--- config.mk ---
export PLATFORM = sky130hd
export DESIGN_NAME = life_bars
export DESIGN_NICKNAME = d
export VERILOG_FILES = /design/src/rtl/life_bars.sv
export SDC_FILE = /design/constraint.sdc
export NUM_CORES = 1
export LEC_CHECK = 0
export CORE_MARGIN = 1
export CORE_UTILIZATION = 30
export DETAILED_ROUTE_END_ITERATION = 12
export MAX_ROUTING_LAYER = met4
export REMOVE_ABC_BUFFERS = 1
export SYNTH_ARGS = -nofsm -noshare
export SYNTH_HDL_FRONTEND = slang
export SYNTH_SLANG_ARGS = --single-unit
export TNS_END_PERCENT = 30
--- constraint.sdc ---
create_clock -name clk -period 2.4 [get_ports clk]
set_input_delay 0.6 -clock clk [delete_from_list [all_inputs] [get_ports clk]]
set_output_delay 0.6 -clock clk [all_outputs]
set_load 0.02 [all_outputs]
--- src/rtl/life_bars.sv ---
// life_bars: per-player life bar overlay with ghost trail and low-life blink.
// Pixel path is two registered stages: region compare, then colour select.
module life_bars #(
  parameter int NPLAYERS     = 2,
  parameter int LIFE_W       = 7,
  parameter int LIFE_MAX     = 100,
  parameter int BAR_Y        = 554,
  parameter int BAR_H        = 15,
  parameter int ROW_PITCH    = 24,
  parameter int MARGIN       = 10,
  parameter int SCREEN_W     = 800,
  parameter int LOW_THR      = 50,
  parameter int BLINK_THR    = 20,
  parameter int BLINK_FRAMES = 16,
  parameter int GHOST_DELAY  = 32
) (
  input  logic                       clk,
  input  logic                       reset,
  input  logic signed [10:0]         spotX,
  input  logic signed [10:0]         spotY,
  input  logic                       frame_start,
  input  logic [NPLAYERS*LIFE_W-1:0] life,
  output logic [23:0]                life_rgb
);

  localparam int HW = $clog2(GHOST_DELAY + 1);
  localparam int FW = (BLINK_FRAMES > 1) ? $clog2(BLINK_FRAMES) : 1;

  localparam logic [LIFE_W-1:0] LMAX  = LIFE_W'(LIFE_MAX);
  localparam logic [HW-1:0]     HMAX  = HW'(GHOST_DELAY);
  localparam logic [FW-1:0]     FLAST = FW'(BLINK_FRAMES - 1);

  localparam logic [23:0] C_NONE = 24'hFFFFFF;
  localparam logic [23:0] C_S0   = 24'hC1BFB1;
  localparam logic [23:0] C_S1   = 24'hCECECE;
  localparam logic [23:0] C_S2   = 24'hE6E6E6;
  localparam logic [23:0] C_GRN  = 24'h149414;
  localparam logic [23:0] C_RED  = 24'hEE1010;
  localparam logic [23:0] C_GHO  = 24'hF0D020;

  // Per-frame state
  logic [LIFE_W-1:0] lc   [NPLAYERS];
  logic [LIFE_W-1:0] l_q  [NPLAYERS];
  logic [LIFE_W-1:0] l_d  [NPLAYERS];
  logic [LIFE_W-1:0] g_q  [NPLAYERS];
  logic [LIFE_W-1:0] g_d  [NPLAYERS];
  logic [HW-1:0]     h_q  [NPLAYERS];
  logic [HW-1:0]     h_d  [NPLAYERS];
  logic [FW-1:0]     fcnt_q;
  logic [FW-1:0]     fcnt_d;
  logic              phase_q;
  logic              phase_d;

  // Stage 1: per-player region hits
  logic [NPLAYERS-1:0] fill_d;
  logic [NPLAYERS-1:0] fill_q;
  logic [NPLAYERS-1:0] ghost_d;
  logic [NPLAYERS-1:0] ghost_q;
  logic [NPLAYERS-1:0] sup_d;
  logic [NPLAYERS-1:0] sup_q;
  logic [NPLAYERS-1:0] red_d;
  logic [NPLAYERS-1:0] red_q;
  logic [1:0]          shade_d [NPLAYERS];
  logic [1:0]          shade_q [NPLAYERS];

  // Stage 2: final colour
  logic [23:0] rgb_d;
  logic [23:0] rgb_q;

  // Geometry scratch, all signed 32-bit so no compare can wrap
  logic signed [31:0] sx;
  logic signed [31:0] sy;
  logic signed [31:0] xp;
  logic signed [31:0] ry;
  logic signed [31:0] lv;
  logic signed [31:0] gv;
  logic               on_scr;
  logic               rows_fill;
  logic               blink;

  // Latch clamped life and advance the ghost trail once per frame
  always_comb begin
    for (int p = 0; p < NPLAYERS; p++) begin
      lc[p] = life[p*LIFE_W +: LIFE_W];
      if (lc[p] > LMAX) begin
        lc[p] = LMAX;
      end
      l_d[p] = l_q[p];
      g_d[p] = g_q[p];
      h_d[p] = h_q[p];
      if (frame_start) begin
        l_d[p] = lc[p];
        if (lc[p] >= g_q[p]) begin
          g_d[p] = lc[p];
          h_d[p] = '0;
        end else if (lc[p] < l_q[p]) begin
          h_d[p] = '0;
        end else if (h_q[p] < HMAX) begin
          h_d[p] = h_q[p] + HW'(1);
        end else begin
          g_d[p] = g_q[p] - LIFE_W'(1);
        end
      end
    end
  end

  // Blink frame counter; phase flips every BLINK_FRAMES frames
  always_comb begin
    fcnt_d  = fcnt_q;
    phase_d = phase_q;
    if (frame_start) begin
      if (fcnt_q == FLAST) begin
        fcnt_d  = '0;
        phase_d = ~phase_q;
      end else begin
        fcnt_d = fcnt_q + FW'(1);
      end
    end
  end

  // Frame state registers; reset wins over a coincident frame_start
  always_ff @(posedge clk) begin
    if (reset) begin
      for (int p = 0; p < NPLAYERS; p++) begin
        l_q[p] <= '0;
        g_q[p] <= '0;
        h_q[p] <= '0;
      end
      fcnt_q  <= '0;
      phase_q <= 1'b1;
    end else begin
      for (int p = 0; p < NPLAYERS; p++) begin
        l_q[p] <= l_d[p];
        g_q[p] <= g_d[p];
        h_q[p] <= h_d[p];
      end
      fcnt_q  <= fcnt_d;
      phase_q <= phase_d;
    end
  end

  // Region compare for every player against the latched life values
  always_comb begin
    sx        = {{21{spotX[10]}}, spotX};
    sy        = {{21{spotY[10]}}, spotY};
    on_scr    = (sx >= 0) && (sy >= 0);
    xp        = '0;
    ry        = '0;
    lv        = '0;
    gv        = '0;
    rows_fill = 1'b0;
    blink     = 1'b0;
    fill_d    = '0;
    ghost_d   = '0;
    sup_d     = '0;
    red_d     = '0;
    for (int p = 0; p < NPLAYERS; p++) begin
      shade_d[p] = 2'd0;
      xp = (p % 2 == 0) ? sx : (SCREEN_W - 1 - sx);
      ry = BAR_Y + (p >> 1) * ROW_PITCH;
      lv = 32'(l_q[p]);
      gv = 32'(g_q[p]);
      rows_fill = (sy >= ry) && (sy <= ry + BAR_H - 2);
      blink = (lv != 0) && (lv < BLINK_THR) && !phase_q;
      if (on_scr) begin
        if (xp >= MARGIN && xp <= MARGIN + 2 &&
            sy >= ry && sy <= ry + BAR_H - 1) begin
          sup_d[p]   = 1'b1;
          shade_d[p] = 2'(xp - MARGIN);
        end else if (xp >= MARGIN &&
                     xp <= MARGIN + LIFE_MAX + 4 &&
                     sy >= ry + BAR_H &&
                     sy <= ry + BAR_H + 2) begin
          sup_d[p]   = 1'b1;
          shade_d[p] = 2'(sy - ry - BAR_H);
        end
        fill_d[p] = rows_fill && !blink &&
                    xp >= MARGIN + 4 &&
                    xp <= MARGIN + 3 + lv;
        ghost_d[p] = rows_fill &&
                     xp >= MARGIN + 4 + lv &&
                     xp <= MARGIN + 3 + gv;
      end
      red_d[p] = lv < LOW_THR;
    end
  end

  // Stage 1 register
  always_ff @(posedge clk) begin
    if (reset) begin
      fill_q  <= '0;
      ghost_q <= '0;
      sup_q   <= '0;
      red_q   <= '0;
      for (int p = 0; p < NPLAYERS; p++) begin
        shade_q[p] <= 2'd0;
      end
    end else begin
      fill_q  <= fill_d;
      ghost_q <= ghost_d;
      sup_q   <= sup_d;
      red_q   <= red_d;
      for (int p = 0; p < NPLAYERS; p++) begin
        shade_q[p] <= shade_d[p];
      end
    end
  end

  // Colour select: lowest hit player wins, then fill > ghost > support
  always_comb begin
    rgb_d = C_NONE;
    for (int p = NPLAYERS - 1; p >= 0; p--) begin
      if (fill_q[p]) begin
        rgb_d = red_q[p] ? C_RED : C_GRN;
      end else if (ghost_q[p]) begin
        rgb_d = C_GHO;
      end else if (sup_q[p]) begin
        case (shade_q[p])
          2'd0:    rgb_d = C_S0;
          2'd1:    rgb_d = C_S1;
          default: rgb_d = C_S2;
        endcase
      end
    end
  end

  // Stage 2 register drives the output pixel
  always_ff @(posedge clk) begin
    if (reset) begin
      rgb_q <= C_NONE;
    end else begin
      rgb_q <= rgb_d;
    end
  end

  assign life_rgb = rgb_q;

endmodule
==> impl_metrics.csv <==
group,metric,value,unit
critical_path,timing.rr.end,"ghost_q[1]",
critical_path,reg2reg_depth,12,
timing,finalHoldViolations,0,
detailed_routing,drc,0,
global_route,first_global_vias,6098,
detailed_routing,wl_per_cell,14.5,um
finish,mostFrequentLayoutCells,"sky130_fd_sc_hd__buf_4, sky130_fd_sc_hd__ha_1, sky130_fd_sc_hd__nand2_1",
power,maximum_vdd_ir_drop,0.322,mV
critical_path,worstReg2RegStart,"g_q[0][8]",
job,maxCapViolations,0,
timing,grt_setup_unrepaired,"true",
finish,final_cell_count_no_fill,1270,
critical_path,timing.critical_path.cells,"clkdlybuf4s50_1 > buf_4 > or3b_1 > o211a_1 > buf_6 > o311ai_4 > buf_4 > a211oi_2 > a21oi_1 > o2bb2ai_1",
critical_path,criticalPathCategory,"primary input to flop",
finish,finish.net_count,1127,
timing,post-route-worst-setup-slack,0.0187,ns
clock_tree,htree_num_levels,3,
critical_path,cp.required,2.64,ns
floorplan,die-area,0.0221,mm^2
worst_hold_path,path_category_of_the_worst_min_delay_check,"flop to flop",
finish,final_common_cell,"sky130_fd_sc_hd__buf_4",
synth,yosys-top-cells-area,"sky130_fd_sc_hd__dfxtp_1, sky130_fd_sc_hd__ha_1, sky130_fd_sc_hd__nand2_1, sky130_fd_sc_hd__o21ai_0, sky130_fd_sc_hd__a21oi_1",
synth,edff_count_synth,0,
timing,worstMarginPinSlew,0.506,ns
detailed_routing,drt_first_pass_iters,5,
finish,multiInputGateArea,0.00495,mm^2
detailed_routing,postRouteAntennaNets,0,
global_route,first_pass_grt_wire_length,29.7,mm
detailed_routing,drt_initial_violations,376,
clock_tree,clock_insertion_delay_worst_skew,0.35,ns
floorplan,num_io_pins,63,
finish,drive_gt1_frac,0.247,
clock_tree,path_clk_slew,0.06,ns
power,totalPowerFinal,4.33,mW
critical_path,worst_setup_path_end_kind,"flop",
power,total_leakage_power,3.69,nW
clock_tree,cts.sinks,76,
critical_path,path_max_fanout,5,
critical_path,worstPathArrival,2.62,ns
global_route,grt_start_max_net_pins,27,
synth,synth_largest_area_cell,"sky130_fd_sc_hd__dfxtp_1",
place,finalWeightedCongestion,0.912,
floorplan,die_h,149,um
clock_tree,number_of_buffers_on_the_longest_clock_path,2,
floorplan,die-width,149,um
synth,synth_ff_type,"sky130_fd_sc_hd__dfxtp_1",
finish,n_antenna_cell,0,
finish,fill_cells,2109,
detailed_routing,totalWireLength,18.4,mm
clock_tree,cts_inserted_buffers,9,
floorplan,floorplan.initialDensity,0.306,
synth,synth_top_cell_area_share,0.236,
timing,clock.fmax,420,MHz
clock_tree,cts_root_buffer,"sky130_fd_sc_hd__clkbuf_16",
place,pre_cts_slack,-0.893,ns
timing,hold_slack,0.488,ns
finish,syn2layout_area_growth,39.4,%
place,placement.io_buffers,62,
critical_path,rrSetupSlack,0.10,ns
timing,timing.final.crit_share,0.992,
critical_path,critical-path-slowest-cell,"sky130_fd_sc_hd__clkdlybuf4s50_1",
synth,synth_warnings,0,
floorplan,core_area,0.0211,mm^2
worst_hold_path,hold_depth,2,
global_route,grt_util_all_layers,0.173,
synth,synth.avg_cell_area,7.89,um^2
synth,synth-seq-cells,76,
synth,yosys.cell_types.count,75,
finish,final-seq-area,0.00153,mm^2
worst_hold_path,hold-path-endpoint,"life_rgb[17]",
synth,ys_seq_area_frac,0.236,
clock_tree,cts_tree,"done",
synth,synthCells,818,
timing,relSlewSlack,0.662,
critical_path,cpMostUsedCell,"sky130_fd_sc_hd__buf_4",
timing,number_of_pins_exceeding_their_max_slew_limit_in_the_final_report,0,
place,hpwl,14.3,mm
timing,clock-skew-final,0.00746,ns
synth,synthArstFlopShare,0,
worst_hold_path,worstHoldStart,"red_q[0]",
run_status,outcome,"finished clean",
synth,synth_area,0.00646,mm^2
timing,finalSetupViolCount,0,
critical_path,critPathMaxStageDelay,0.42,ns
global_route,grt_antenna_before_repair,0,
power,power-per-cell-area,481,mW/mm^2
global_route,overflow,0,
floorplan,std_cell_rows,53,
critical_path,start_kind,"primary input",
place,dpl_cells,1242,
detailed_routing,drt-vias-per-instance,5.15,
timing,finalCriticalPeriod,2.38,ns
detailed_routing,num_vias,6536,
clock_tree,ctsHoldBuffers,0,
-- flip-flops by register name, indices dropped and copies added (netlist names), 2 cells and up --
| signal | flops |
|---|---|
| fcnt_q | 4 |
| fill_q | 2 |
| g_q | 14 |
| ghost_q | 2 |
| h_q | 12 |
| l_q | 14 |
| life_rgb | 19 |
| red_q | 2 |
| shade_q | 4 |
| sup_q | 2 |
-- per-layer routing --
metal | up-vias | share of wire | GRT usage
met5 | - | 0 | -
met4 | 0 | 0.018 | 0.0490
met3 | 25 | 0.041 | 0.0282
met2 | 153 | 0.48 | 0.290
met1 | 3014 | 0.46 | 0.214
li1 | 3344 | - | -
-- synthesized netlist by cell type, types with 5 or more instances --
master	count
sky130_fd_sc_hd__o21ai_0	53
sky130_fd_sc_hd__and3_1	5
sky130_fd_sc_hd__nor2_1	51
sky130_fd_sc_hd__a31oi_1	14
sky130_fd_sc_hd__nand3_1	31
sky130_fd_sc_hd__dfxtp_1	76
sky130_fd_sc_hd__nor3_1	29
sky130_fd_sc_hd__o21a_1	11
sky130_fd_sc_hd__buf_4	6
sky130_fd_sc_hd__nor4_1	8
sky130_fd_sc_hd__nor2b_1	11
sky130_fd_sc_hd__a32o_1	5
sky130_fd_sc_hd__inv_1	53
sky130_fd_sc_hd__nand2_1	80
sky130_fd_sc_hd__a21oi_1	50
sky130_fd_sc_hd__a211oi_1	8
sky130_fd_sc_hd__o31ai_1	7
sky130_fd_sc_hd__nand4_1	29
sky130_fd_sc_hd__xnor2_1	26
sky130_fd_sc_hd__nand2b_1	8
sky130_fd_sc_hd__and2_1	10
sky130_fd_sc_hd__a311oi_1	5
sky130_fd_sc_hd__xor2_1	6
sky130_fd_sc_hd__or3_1	6
sky130_fd_sc_hd__ha_1	97
sky130_fd_sc_hd__o211ai_1	5
sky130_fd_sc_hd__mux2i_1	8
sky130_fd_sc_hd__clkbuf_1	26
-- worst max path at each step --
stage	end	slack [ns]	from
final	g_q[0][13]	0.02	life[7]
after global routing	g_q[0][13]	-0.06	life[11]
after CTS	g_q[0][2]	0.008	life[3]
after detailed placement	g_q[0][13]	-0.89	life[12]
after global placement	g_q[0][9]	-0.81	life[12]
after floorplan	g_q[0][1]	-0.50	life[2]
-- power breakdown --
part           internal (mW)  leakage, nW  switching, mW  total [mW]
sequential              1.31        0.620         0.0468        1.36
clock                  0.959        0.158          0.523        1.48
combinational          0.719         2.91          0.769        1.49
total                   2.99         3.69           1.34        4.33
-- final cells by class --
cell class,instances,area share
well taps,275,0.0382
clock inverters,4,0.00806
inverters,53,0.0221
repair buffers,202,0.184
flip-flops and latches,76,0.169
multi-input cells,649,0.551
clock buffers,11,0.0281
-- critical path: cells and delay by family --
family | cells | cell delay [ns]
buffers and inverters | 4 | 0.88
AOI/OAI and AO/OA | 5 | 0.77
and+or+nand+nor | 1 | 0.36
-- what timing repair did --
item,in CTS,in global routing
buffers inserted,11,3
gates resized for setup,89,47
pin swaps,39,33
cloned,0,1
endpoints found under the setup margin,31,27
-- cells by family (layout without fill, tap and decap cells) --
| logic type | count (synthesis) | count (layout) | synth area share |
|---|---|---|---|
| mux | 9 | 9 | 0.0141 |
| xor+xnor | 32 | 32 | 0.0434 |
| flops | 76 | 76 | 0.236 |
| simple gates | 295 | 296 | 0.230 |
| buf+inv | 94 | 270 | 0.0601 |
| compound gates | 215 | 215 | 0.229 |
| fa+ha+maj | 97 | 97 | 0.188 |
-- through the flow --
step / area [um^2] / util / TNS [ns]
after global routing: 9000 / 0.427 / -0.120
after floorplan: 6270 / - / -6.79
after CTS: 8750 / 0.415 / 0
after detailed placement: 8200 / 0.389 / -23.77
final: 9000 / 0.427 / 0
after global placement: 8200 / 0.389 / -22.20
Power figures use the tool's default switching activity.
